--- src/rtl/icache_axi_refill.sv ---
// I-cache line refill responder: one 64-byte request becomes one 16-beat AXI4 INCR read burst.
// Latency: inst_addr_ok one cycle after the request is sampled; each beat leaves one cycle after its R handshake.
// Backpressure: AR waits for arready; the beat stream to the cache has none, and short/long bursts are padded/drained to 16 beats.
module icache_axi_refill #(
   parameter int          ID_WIDTH = 4,
   parameter int unsigned ARID_VAL = 0,
   parameter int          BEATS    = 16
) (
   input  logic                clk,
   input  logic                rst,
   input  logic [31:0]         inst_addr_mmu,
   input  logic                inst_read_req,
   output logic                inst_addr_ok,
   output logic [31:0]         inst_read_data,
   output logic                mmu_valid,
   output logic                mmu_last,
   output logic [ID_WIDTH-1:0] arid,
   output logic [31:0]         araddr,
   output logic [7:0]          arlen,
   output logic [2:0]          arsize,
   output logic [1:0]          arburst,
   output logic [3:0]          arcache,
   output logic [2:0]          arprot,
   output logic                arvalid,
   input  logic                arready,
   input  logic [ID_WIDTH-1:0] rid,
   input  logic [31:0]         rdata,
   input  logic [1:0]          rresp,
   input  logic                rlast,
   input  logic                rvalid,
   output logic                rready,
   output logic                refill_err_resp,
   output logic                refill_err_len
);

   // Counter value of the final (16th) beat of a line.
   localparam logic [3:0] LAST_CNT = 4'(BEATS - 1);

   typedef enum logic [2:0] {
      S_IDLE,
      S_ARQ,
      S_RD,
      S_PAD,
      S_DRAIN
   } state_t;

   state_t     state;
   logic [3:0] cnt;

   // The read ID is not checked and the line offset bits are always forced to zero.
   logic unused_ok;
   assign unused_ok = &{1'b0, rid, inst_addr_mmu[5:0]};

   // Fixed AR attributes: single-ID, 16 x 32-bit INCR, non-cacheable instruction fetch.
   assign arid    = ARID_VAL[ID_WIDTH-1:0];
   assign arlen   = 8'(BEATS - 1);
   assign arsize  = 3'b010;
   assign arburst = 2'b01;
   assign arcache = 4'b0000;
   assign arprot  = 3'b100;

   // Refill sequencer with registered handshake and beat outputs.
   always_ff @(posedge clk) begin
      if (rst) begin
         state           <= S_IDLE;
         cnt             <= 4'd0;
         araddr          <= 32'd0;
         arvalid         <= 1'b0;
         rready          <= 1'b0;
         inst_addr_ok    <= 1'b0;
         inst_read_data  <= 32'd0;
         mmu_valid       <= 1'b0;
         mmu_last        <= 1'b0;
         refill_err_resp <= 1'b0;
         refill_err_len  <= 1'b0;
      end else begin
         inst_addr_ok <= 1'b0;
         mmu_valid    <= 1'b0;
         mmu_last     <= 1'b0;
         case (state)
            S_IDLE: begin
               if (inst_read_req) begin
                  araddr       <= {inst_addr_mmu[31:6], 6'b0};
                  cnt          <= 4'd0;
                  arvalid      <= 1'b1;
                  inst_addr_ok <= 1'b1;
                  state        <= S_ARQ;
               end
            end
            S_ARQ: begin
               if (arready) begin
                  arvalid <= 1'b0;
                  rready  <= 1'b1;
                  state   <= S_RD;
               end
            end
            S_RD: begin
               if (rvalid && rready) begin
                  mmu_valid      <= 1'b1;
                  inst_read_data <= rdata;
                  cnt            <= cnt + 4'd1;
                  if (rresp != 2'b00) begin
                     refill_err_resp <= 1'b1;
                  end
                  if (cnt == LAST_CNT) begin
                     mmu_last <= 1'b1;
                     if (rlast) begin
                        rready <= 1'b0;
                        state  <= S_IDLE;
                     end else begin
                        // Slave overran the line: keep rready high and discard the rest.
                        refill_err_len <= 1'b1;
                        state          <= S_DRAIN;
                     end
                  end else if (rlast) begin
                     // Slave ended early: the cache still gets 16 beats, padded with zeros.
                     refill_err_len <= 1'b1;
                     rready         <= 1'b0;
                     state          <= S_PAD;
                  end
               end
            end
            S_PAD: begin
               mmu_valid      <= 1'b1;
               inst_read_data <= 32'd0;
               cnt            <= cnt + 4'd1;
               if (cnt == LAST_CNT) begin
                  mmu_last <= 1'b1;
                  state    <= S_IDLE;
               end
            end
            S_DRAIN: begin
               if (rvalid && rready) begin
                  if (rresp != 2'b00) begin
                     refill_err_resp <= 1'b1;
                  end
                  if (rlast) begin
                     rready <= 1'b0;
                     state  <= S_IDLE;
                  end
               end
            end
            default: begin
               arvalid <= 1'b0;
               rready  <= 1'b0;
               state   <= S_IDLE;
            end
         endcase
      end
   end

endmodule
--- config.mk ---
export PLATFORM = sky130hd
export DESIGN_NAME = icache_axi_refill
export DESIGN_NICKNAME = d
export VERILOG_FILES = /design/src/rtl/icache_axi_refill.sv
export SDC_FILE = /design/constraint.sdc
export NUM_CORES = 1
export LEC_CHECK = 0
export CORE_ASPECT_RATIO = 1.4
export CORE_UTILIZATION = 42
export CTS_BUF_LIST = sky130_fd_sc_hd__clkbuf_4 sky130_fd_sc_hd__clkbuf_8 sky130_fd_sc_hd__clkbuf_16
export CTS_CLUSTER_SIZE = 30
export DETAILED_ROUTE_END_ITERATION = 10
export PLACE_DENSITY = 0.82
export SKIP_LAST_GASP = 1
export SLEW_MARGIN = 20
export SYNTH_ARGS = -nofsm -noshare
export SYNTH_HDL_FRONTEND = slang
export SYNTH_SLANG_ARGS = --single-unit
--- constraint.sdc ---
create_clock -name clk -period 3.1 [get_ports clk]
set_clock_uncertainty 0.2 [all_clocks]
set_input_delay 0.62 -clock clk [delete_from_list [all_inputs] [get_ports clk]]
set_output_delay 0.62 -clock clk [all_outputs]
set_load 0.02 [all_outputs]
==> reports/metrics.cfg, run 1 <==
[yosys]
synth_top_cell_by_area=dfxtp_1
synthFlopType=dfxtp_1
ys_warn_count=0
synthesis.area_um2=3094
async_flop_share_pct=0
synthTopCellsByCount=nand2_1, dfxtp_1, a21oi_1
avgSynthCellArea_um2=8.229
synth_edf_count=0
ys_ff_latch=72
netlist_instances=376
yosysMostFrequentCell=nand2_1
ys_top_cells_by_area=dfxtp_1, nand2_1, a21oi_1
synth_top_area_share_pct=46.58
synthDistinctLibCells=37
synth_seq_area_share_pct=46.58

[setup_path]
crit_path_max_incr_delay_ns=0.66
crit_path_cell_trace=clkdlybuf4s50_1
r2r_cells=4
reg2reg_to=araddr[26]
critical_path.max_fanout=9
setup.worst_path.end_class=output pin
crit_arrival_ns=1.46
worst-setup-path-type=reg -> out
critPathLaunchType=flip-flop
worstSetupStartpoint=rready
r2r_slack_ns=0.85
cp-endpoint=rready
critPathBufInv=1
critPathTopFamily=buffers and inverters
worst_path_max_delay_cell=clkdlybuf4s50_1
cp_data_required_time_ns=2.28
r2r-start=state[2]
cp_num_cells=1

[timing]
final_max_slew_viol_count=0
finalHoldViolations=0
setup_viol=0
min_period_over_period_pct=73.48
setup_ws_ns=0.8223
worst-slew-pin-transition_ns=0.8912
hold_ws_ns=0.2548
rsz0062_at_grt=no
tns_ns=0
fmax_ghz=0.4390
relSlewSlack_pct=40.59
period_needed_ns=2.278

[routing]
routed.top_layer=met4
wl_met2_um=3664
met1_length_um=2789
num_vias=2859
drtPass1Iterations=4
route.met3.wl_um=641
first_iter_violations=138
drc=0
vias_per_cell=4.813
wl_per_cell_um=12.23
ant_nets=0
wl_um=7266

[global_routing]
track_usage_pct=18.79
grt_max_degree=33
antenna_found_initial=0
grt_pass1_wl_um=11490
grt_overflow_total=0
grt_pass1_vias=2687

[cts]
numCtsBuffers=9
clk_path_buf_depth=2
post_cts_buffers=0
cts_sinks=72
clock_latency_ns=0.33
tritoncts=yes
cts_root_buf=clkbuf_8
cts.clk_slew.worst_paths_ns=0.07
holdBufCountCts=0
cts_resized=0
cts_max_level=3

[final_layout]
final_cells=594
finalNetCount=574
layout-drive-gt1-share_pct=7.214
antennaDiodeCount=0
area_delta_synth_final_pct=44.28

[floorplan]
initial_core_util_pct=44.03
core_um2=7027
die_y_um=103.6
row_count=36
die_area_um2=7719
fp.dieW_um=74.54
pin_count=171

[pwr]
power_density_nw_per_um2=519.5
peakVddDrop_mv=0.3310
p_leak_nw=1.630

[placement]
pre_cts_slack_ns=0.4799
place_congestion=0.7732
place_hpwl_um=5339
port_buffers=130
dp_cells=579

[hold_path]
hp-class=reg -> reg

[run]
cap_violations=0

[outcome]
status=complete, no violations

## metal layers
layer | GRT usage [%] | up-vias
met3 | 6.128 | 15
li1 | - | 1429
met4 | 8.625 | 0
met1 | 19.52 | 1295
met2 | 32.88 | 120
met5 | 0 | -
## layout make-up
type,instances,area [um^2]
clock inverters,6,85.08
clock buffers,9,123.9
multi-input cells,271,1339
inverters,6,22.52
fillers,628,2562
flip-flops and latches,72,1441
repair buffers,135,1334
well taps,95,118.9
## sequential cells by signal, summed over array words and instances (netlist names)
register	cells
rready	1
inst_read_data	32
state	3
araddr	26
arvalid	1
cnt	4
mmu_last	1
refill_err_len	1
inst_addr_ok	1
mmu_valid	1
refill_err_resp	1
## kinds of logic (layout without fill, tap and decap cells)
family | Yosys count | in the layout | share of synthesized area [%]
flops | 72 | 72 | 46.58
other cells | 2 | 30 | 0.2427
compound gates | 85 | 85 | 14.92
xor+xnor | 1 | 1 | 0.2831
mux | 1 | 1 | 0.3235
simple gates | 151 | 151 | 22.89
buf+inv | 61 | 156 | 13.55
fa+ha+maj | 3 | 3 | 1.213
## per-stage QoR
stage	util, %	power, mW	cell area (um^2)
4_1_cts	63.53	2.345	4464
3_5_place_dp	60.56	1.562	4255
2_1_floorplan	-	1.387	3199
5_1_grt	63.53	2.429	4464
3_3_place_gp	60.56	1.551	4255
6_report	63.53	2.319	4464
## power breakdown
group	leakage, nW	switching [mW]	total [mW]	internal, mW
Clock	0.101	0.335	0.780	0.446
Sequential	0.585	0.0490	1.03	0.984
Combinational	0.944	0.277	0.506	0.228
## cell usage in the layout (no fill, tap or decap), types with 2 or more instances in the layout
| master | count |
|---|---|
| inv_1 | 6 |
| nor3_1 | 3 |
| clkinv_2 | 2 |
| nand3_1 | 16 |
| o211ai_1 | 2 |
| buf_4 | 5 |
| clkbuf_8 | 9 |
| bufinv_16 | 2 |
| nor2_1 | 8 |
| clkdlybuf4s50_1 | 129 |
| o311ai_0 | 2 |
| o21ai_0 | 8 |
| nor2b_1 | 2 |
| a21o_1 | 2 |
| conb_1 | 30 |
| or2_1 | 3 |
| nand2_1 | 99 |
| nand3_2 | 11 |
| clkinvlp_4 | 2 |
| ha_1 | 3 |
| a21oi_1 | 65 |
| nand2b_1 | 2 |
| dfxtp_1 | 72 |
## worst min-delay path by stage
stage,start,endpoint,cells past startpoint
2_1_floorplan,cnt[2],cnt[2],1
3_3_place_gp,araddr[23],araddr[23],2
3_5_place_dp,araddr[6],araddr[6],2
4_1_cts,araddr[6],araddr[6],2
5_1_grt,araddr[6],araddr[6],2
6_report,araddr[6],araddr[6],2
(Power assumes the default switching activity.)
==> inputs of run 2 (changes only) <==
--- a/config.mk
+++ b/config.mk
@@ -6,11 +6,11 @@
 export NUM_CORES = 1
 export LEC_CHECK = 0
 export CORE_ASPECT_RATIO = 1.4
-export CORE_UTILIZATION = 42
+export CORE_UTILIZATION = 39
 export CTS_BUF_LIST = sky130_fd_sc_hd__clkbuf_4 sky130_fd_sc_hd__clkbuf_8 sky130_fd_sc_hd__clkbuf_16
 export CTS_CLUSTER_SIZE = 30
 export DETAILED_ROUTE_END_ITERATION = 10
-export PLACE_DENSITY = 0.82
+export PLACE_DENSITY = 0.77
 export SKIP_LAST_GASP = 1
 export SLEW_MARGIN = 20
 export SYNTH_ARGS = -nofsm -noshare
==> constraint.sdc (replaced) <==
create_clock -name clk -period 2.3 [get_ports clk]
set_clock_uncertainty 0.2 [all_clocks]
set_input_delay 0.46 -clock clk [delete_from_list [all_inputs] [get_ports clk]]
set_output_delay 0.46 -clock clk [all_outputs]
set_load 0.02 [all_outputs]
==> run 2 against run 1 <==
Core utilization shrank 4.6 points. Register-to-register slack got worse by 0.47 ns. Sequential power increased by 35%. Design area increased by 1.7%. Total power grew 38%. Global-route usage down 0.12 points. Critical path type unchanged. Via count decreased by 0.17%. Clock power up 42%. Non-clock buffer count up 4. Clock-buffer cell count is 2 higher. Largest power group unchanged. Critical endpoint unchanged. Sequential share of layout area decreased by 0.55 points. Cell count increased by 1.7%.
==> reports/metrics.cfg, run 2 (synthesized netlist as in run 1, its figures left out) <==
[cts]
holdBufCountCts=0
cts_sinks=72
tritoncts=yes
numCtsBuffers=9
cts.clk_slew.worst_paths_ns=0.07
cts_resized=0
cts_max_level=3
post_cts_buffers=0
clk_path_buf_depth=2
cts_root_buf=clkbuf_8
clock_latency_ns=0.33

[timing]
relSlewSlack_pct=66.38
rsz0062_at_grt=no
hold_ws_ns=0.1633
finalHoldViolations=0
min_period_over_period_pct=92.68
tns_ns=0
fmax_ghz=0.4691
period_needed_ns=2.132
worst-slew-pin-transition_ns=0.5037
setup_viol=0
final_max_slew_viol_count=0

[final_layout]
layout-drive-gt1-share_pct=8.135
largest_reg_flops=32
area_delta_synth_final_pct=46.79
layout_common_cells=clkdlybuf4s50_1, nand2_1, dfxtp_1
largestRegisters=inst_read_data x32, araddr x26, cnt x4
final_cells=604
final_util_pct=58.97
finalNetCount=578
antennaDiodeCount=0
mostFrequentLayoutCell=clkdlybuf4s50_1
regMostFlops=inst_read_data

[setup_path]
cp_data_required_time_ns=1.64
worst_path_max_delay_cell=clkdlybuf4s50_1
critPathBufInv=1
crit_path_max_incr_delay_ns=0.66
critical_path.max_fanout=9
crit_path_cell_trace=clkdlybuf4s50_1
critPathTopFamily=buffers and inverters
worst-setup-path-type=reg -> out
crit_arrival_ns=1.47
critPathLaunchType=flip-flop
setup.worst_path.end_class=output pin

[placement]
place_congestion=0.7583
dp_cells=588
port_buffers=130
place_hpwl_um=5408

[global_routing]
grt_pass1_wl_um=12410
antenna_found_initial=0
grt_pass1_vias=2693
track_usage_pct=18.66
grt_overflow_total=0
grt_max_degree=38

[floorplan]
initial_core_util_pct=40.17
die_area_um2=8299
die_y_um=107.4
pin_count=171
row_count=38
fp.dieW_um=77.28
core_um2=7702

[pwr]
power_density_nw_per_um2=705.8
peakVddDrop_mv=0.5627
p_leak_nw=1.668

[routing]
drtPass1Iterations=4
wl_um=7418
num_vias=2854
first_iter_violations=121
ant_nets=0
drc=0
wl_per_cell_um=12.28
vias_per_cell=4.725

[outcome]
status=complete, no violations

[run]
cap_violations=0

[hold_path]
hp-class=in -> reg

[run 2: cell count changes in the layout (fill, tap and decap cells not counted)]
cell	before	now
clkbuf_4	0	1
clkbuf_8	9	10
clkinv_2	2	1
buf_12	0	2
buf_4	5	7
[run 2: final timing paths]
kind	start	end	slack, ns	cells after the start
max	rready	rready	0.17	1
min	rst	cnt[1]	0.16	2
max reg2reg	cnt[0]	state[0]	0.38	6
min reg2reg	araddr[6]	araddr[6]	0.25	2
[run 2: layout make-up]
| type | instances | area (um^2) |
|---|---|---|
| multi-input combinational | 271 | 1339 |
| inverter | 6 | 22.52 |
| fill | 705 | 3161 |
| clock inverter | 5 | 80.08 |
| tap | 100 | 125.1 |
| timing repair buffer | 139 | 1389 |
| sequential | 72 | 1441 |
| clock buffer | 11 | 145.1 |
[run 2: where the power goes]
group	internal (mW)	switching, mW
clock network	0.651	0.454
registers	1.33	0.0678
logic	0.329	0.378
total	2.31	0.900
[run 2: metal layers]
metal | vias to the layer above | routed length, um | track usage (%)
met5 | - | 0 | 0
met4 | 0 | 170 | 7.682
met2 | 118 | 3745 | 33.12
li1 | 1431 | - | -
met3 | 17 | 597 | 6.949
met1 | 1288 | 2904 | 19.66
[run 2: metrics by stage]
stage	total power, mW	worst slack [ns]	cell area [um^2]
2_1_floorplan	1.870	0.6111	3199
3_3_place_gp	2.116	0.08465	4317
3_5_place_dp	2.131	0.02765	4317
4_1_cts	3.246	0.1511	4542
5_1_grt	3.374	0.08292	4542
6_report	3.206	0.1683	4542
==> inputs of run 3 (changes only) <==
--- a/config.mk
+++ b/config.mk
@@ -6,13 +6,16 @@
 export NUM_CORES = 1
 export LEC_CHECK = 0
 export CORE_ASPECT_RATIO = 1.4
+export CORE_MARGIN = 2
 export CORE_UTILIZATION = 39
 export CTS_BUF_LIST = sky130_fd_sc_hd__clkbuf_4 sky130_fd_sc_hd__clkbuf_8 sky130_fd_sc_hd__clkbuf_16
 export CTS_CLUSTER_SIZE = 30
 export DETAILED_ROUTE_END_ITERATION = 10
+export GPL_TIMING_DRIVEN = 0
 export PLACE_DENSITY = 0.77
 export SKIP_LAST_GASP = 1
 export SLEW_MARGIN = 20
 export SYNTH_ARGS = -nofsm -noshare
 export SYNTH_HDL_FRONTEND = slang
 export SYNTH_SLANG_ARGS = --single-unit
+export TNS_END_PERCENT = 5
==> run 3 against run 2 <==
Core utilization grew 3.3 points. Die area up 4.5%. Register-to-register slack lost 0.02 ns.
==> reports/metrics.cfg, run 3 (synthesized netlist as in run 1, its figures left out) <==
[final_layout]
layout-drive-gt1-share_pct=14.00
num-fill-cells=711
layout_common_cells=clkdlybuf4s50_1, nand2_1, dfxtp_1
final_cell_area_um2=4826
multi_input_area_um2=1339
regMostFlops=inst_read_data
antennaDiodeCount=0
mostFrequentLayoutCell=clkdlybuf4s50_1
seq_area_um2=1441
final_util_pct=62.27
finalNetCount=624
largestRegisters=inst_read_data x32, araddr x26, cnt x4
largest_reg_flops=32
area_delta_synth_final_pct=55.96

[timing]
finalHoldViolations=0
min_period_over_period_pct=93.78
fmax_ghz=0.4636
setup_viol=0
period_needed_ns=2.157
rsz0062_at_grt=no
setup_ws_ns=0.1429
hold_ws_ns=0.2543
final_max_slew_viol_count=0

[cts]
clock_latency_ns=0.35
cts_sinks=72
cts_max_level=3
tritoncts=yes
cts_resized=0
post_cts_buffers=0
cts.clk_slew.worst_paths_ns=0.08
cts_root_buf=clkbuf_8
numCtsBuffers=9
clk_path_buf_depth=2
holdBufCountCts=0

[setup_path]
r2r_slack_ns=0.36
r2r_cells=6
worst_path_max_delay_cell=clkdlybuf4s50_1
worstSetupStartpoint=rready
crit_path_cell_trace=clkdlybuf4s50_1
crit_path_max_incr_delay_ns=0.66
worst-setup-path-type=reg -> out
cp_num_cells=1
critPathBufInv=1
setup.worst_path.end_class=output pin
cp_data_required_time_ns=1.64
critPathTopFamily=buffers and inverters
cp-endpoint=rready
critPathLaunchType=flip-flop
r2r-start=cnt[0]
reg2reg_to=state[0]
crit_arrival_ns=1.50
critical_path.max_fanout=9

[pwr]
pwr-share-seq_pct=43.5
finalPower_mw=3.166
power_frac_comb_pct=25.1
p_sw_share_pct=29.66
power_density_nw_per_um2=656.1
p_int_mw=2.227
p_leak_nw=1.843
pwr-share-clk_pct=31.4
p_switching_mw=0.9391
peakVddDrop_mv=0.4456

[floorplan]
core_um2=7750
fp.dieW_um=79.28
die_area_um2=8672
initial_core_util_pct=39.93
pin_count=171
row_count=38
die_y_um=109.4

[global_routing]
grt_pass1_wl_um=12550
antenna_found_initial=0
grt_max_degree=14
track_usage_pct=18.26
grt_pass1_vias=2833
grt_overflow_total=0

[routing]
first_iter_violations=90
drc=0
vias_per_cell=4.548
num_vias=2956
wl_per_cell_um=12.07
drtPass1Iterations=6
wl_um=7844
ant_nets=0

[placement]
placed_area_um2=4626
port_buffers=130
pre_cts_slack_ns=-0.009824
place_hpwl_um=6130
place_congestion=0.8018

[outcome]
status=complete, no violations

[run]
cap_violations=0

[hold_path]
hold_start=inst_read_data[13]
hp-class=reg -> reg

-- run 3: changes by cell type in the layout (fill, tap and decap cells not counted), moves of 2 or more --
cell	delta
clkinvlp_4	+2
buf_6	+8
clkbuf_1	+8
buf_12	-2
buf_4	+26
buf_2	+4
-- run 3: worst min path at each step --
| stage | to | slack (ns) | depth (start not counted) |
|---|---|---|---|
| 6_report | inst_read_data[13] | 0.25 | 2 |
| 5_1_grt | araddr[11] | 0.27 | 2 |
| 4_1_cts | araddr[8] | 0.26 | 2 |
| 3_5_place_dp | araddr[11] | 0.25 | 2 |
| 3_3_place_gp | araddr[15] | 0.24 | 2 |
| 2_1_floorplan | cnt[2] | 0.26 | 1 |
-- run 3: metal layers --
layer | vias to the layer above | global-route usage, % | wire length (um)
met5 | - | 0 | 0
met4 | 0 | 6.281 | 94
met3 | 9 | 6.979 | 782
met2 | 119 | 33.41 | 4027
met1 | 1303 | 18.95 | 2940
li1 | 1525 | - | -
-- run 3: per-stage QoR --
stage,TNS [ns],cells
2_1_floorplan,0,404
3_3_place_gp,0,634
3_5_place_dp,-0.01151,634
4_1_cts,0,650
5_1_grt,0,650
6_report,0,650
-- run 3: layout make-up --
cell class | count | share of cell area, %
flip-flops and latches | 72 | 29.87
multi-input cells | 271 | 27.74
repair buffers | 130 | 26.96
plain buffers | 55 | 8.219
clock buffers | 10 | 2.722
well taps | 100 | 2.593
clock inverters | 6 | 1.426
inverters | 6 | 0.4667
-- run 3: power groups by stage --
stage	logic, mW	clock network, mW	registers (mW)
after global placement	0.787	0	1.40
after CTS	0.800	1.03	1.38
final	0.795	0.995	1.38
after global routing	0.866	1.09	1.39
after floorplan	0.385	0	1.49
after detailed placement	0.796	0	1.41
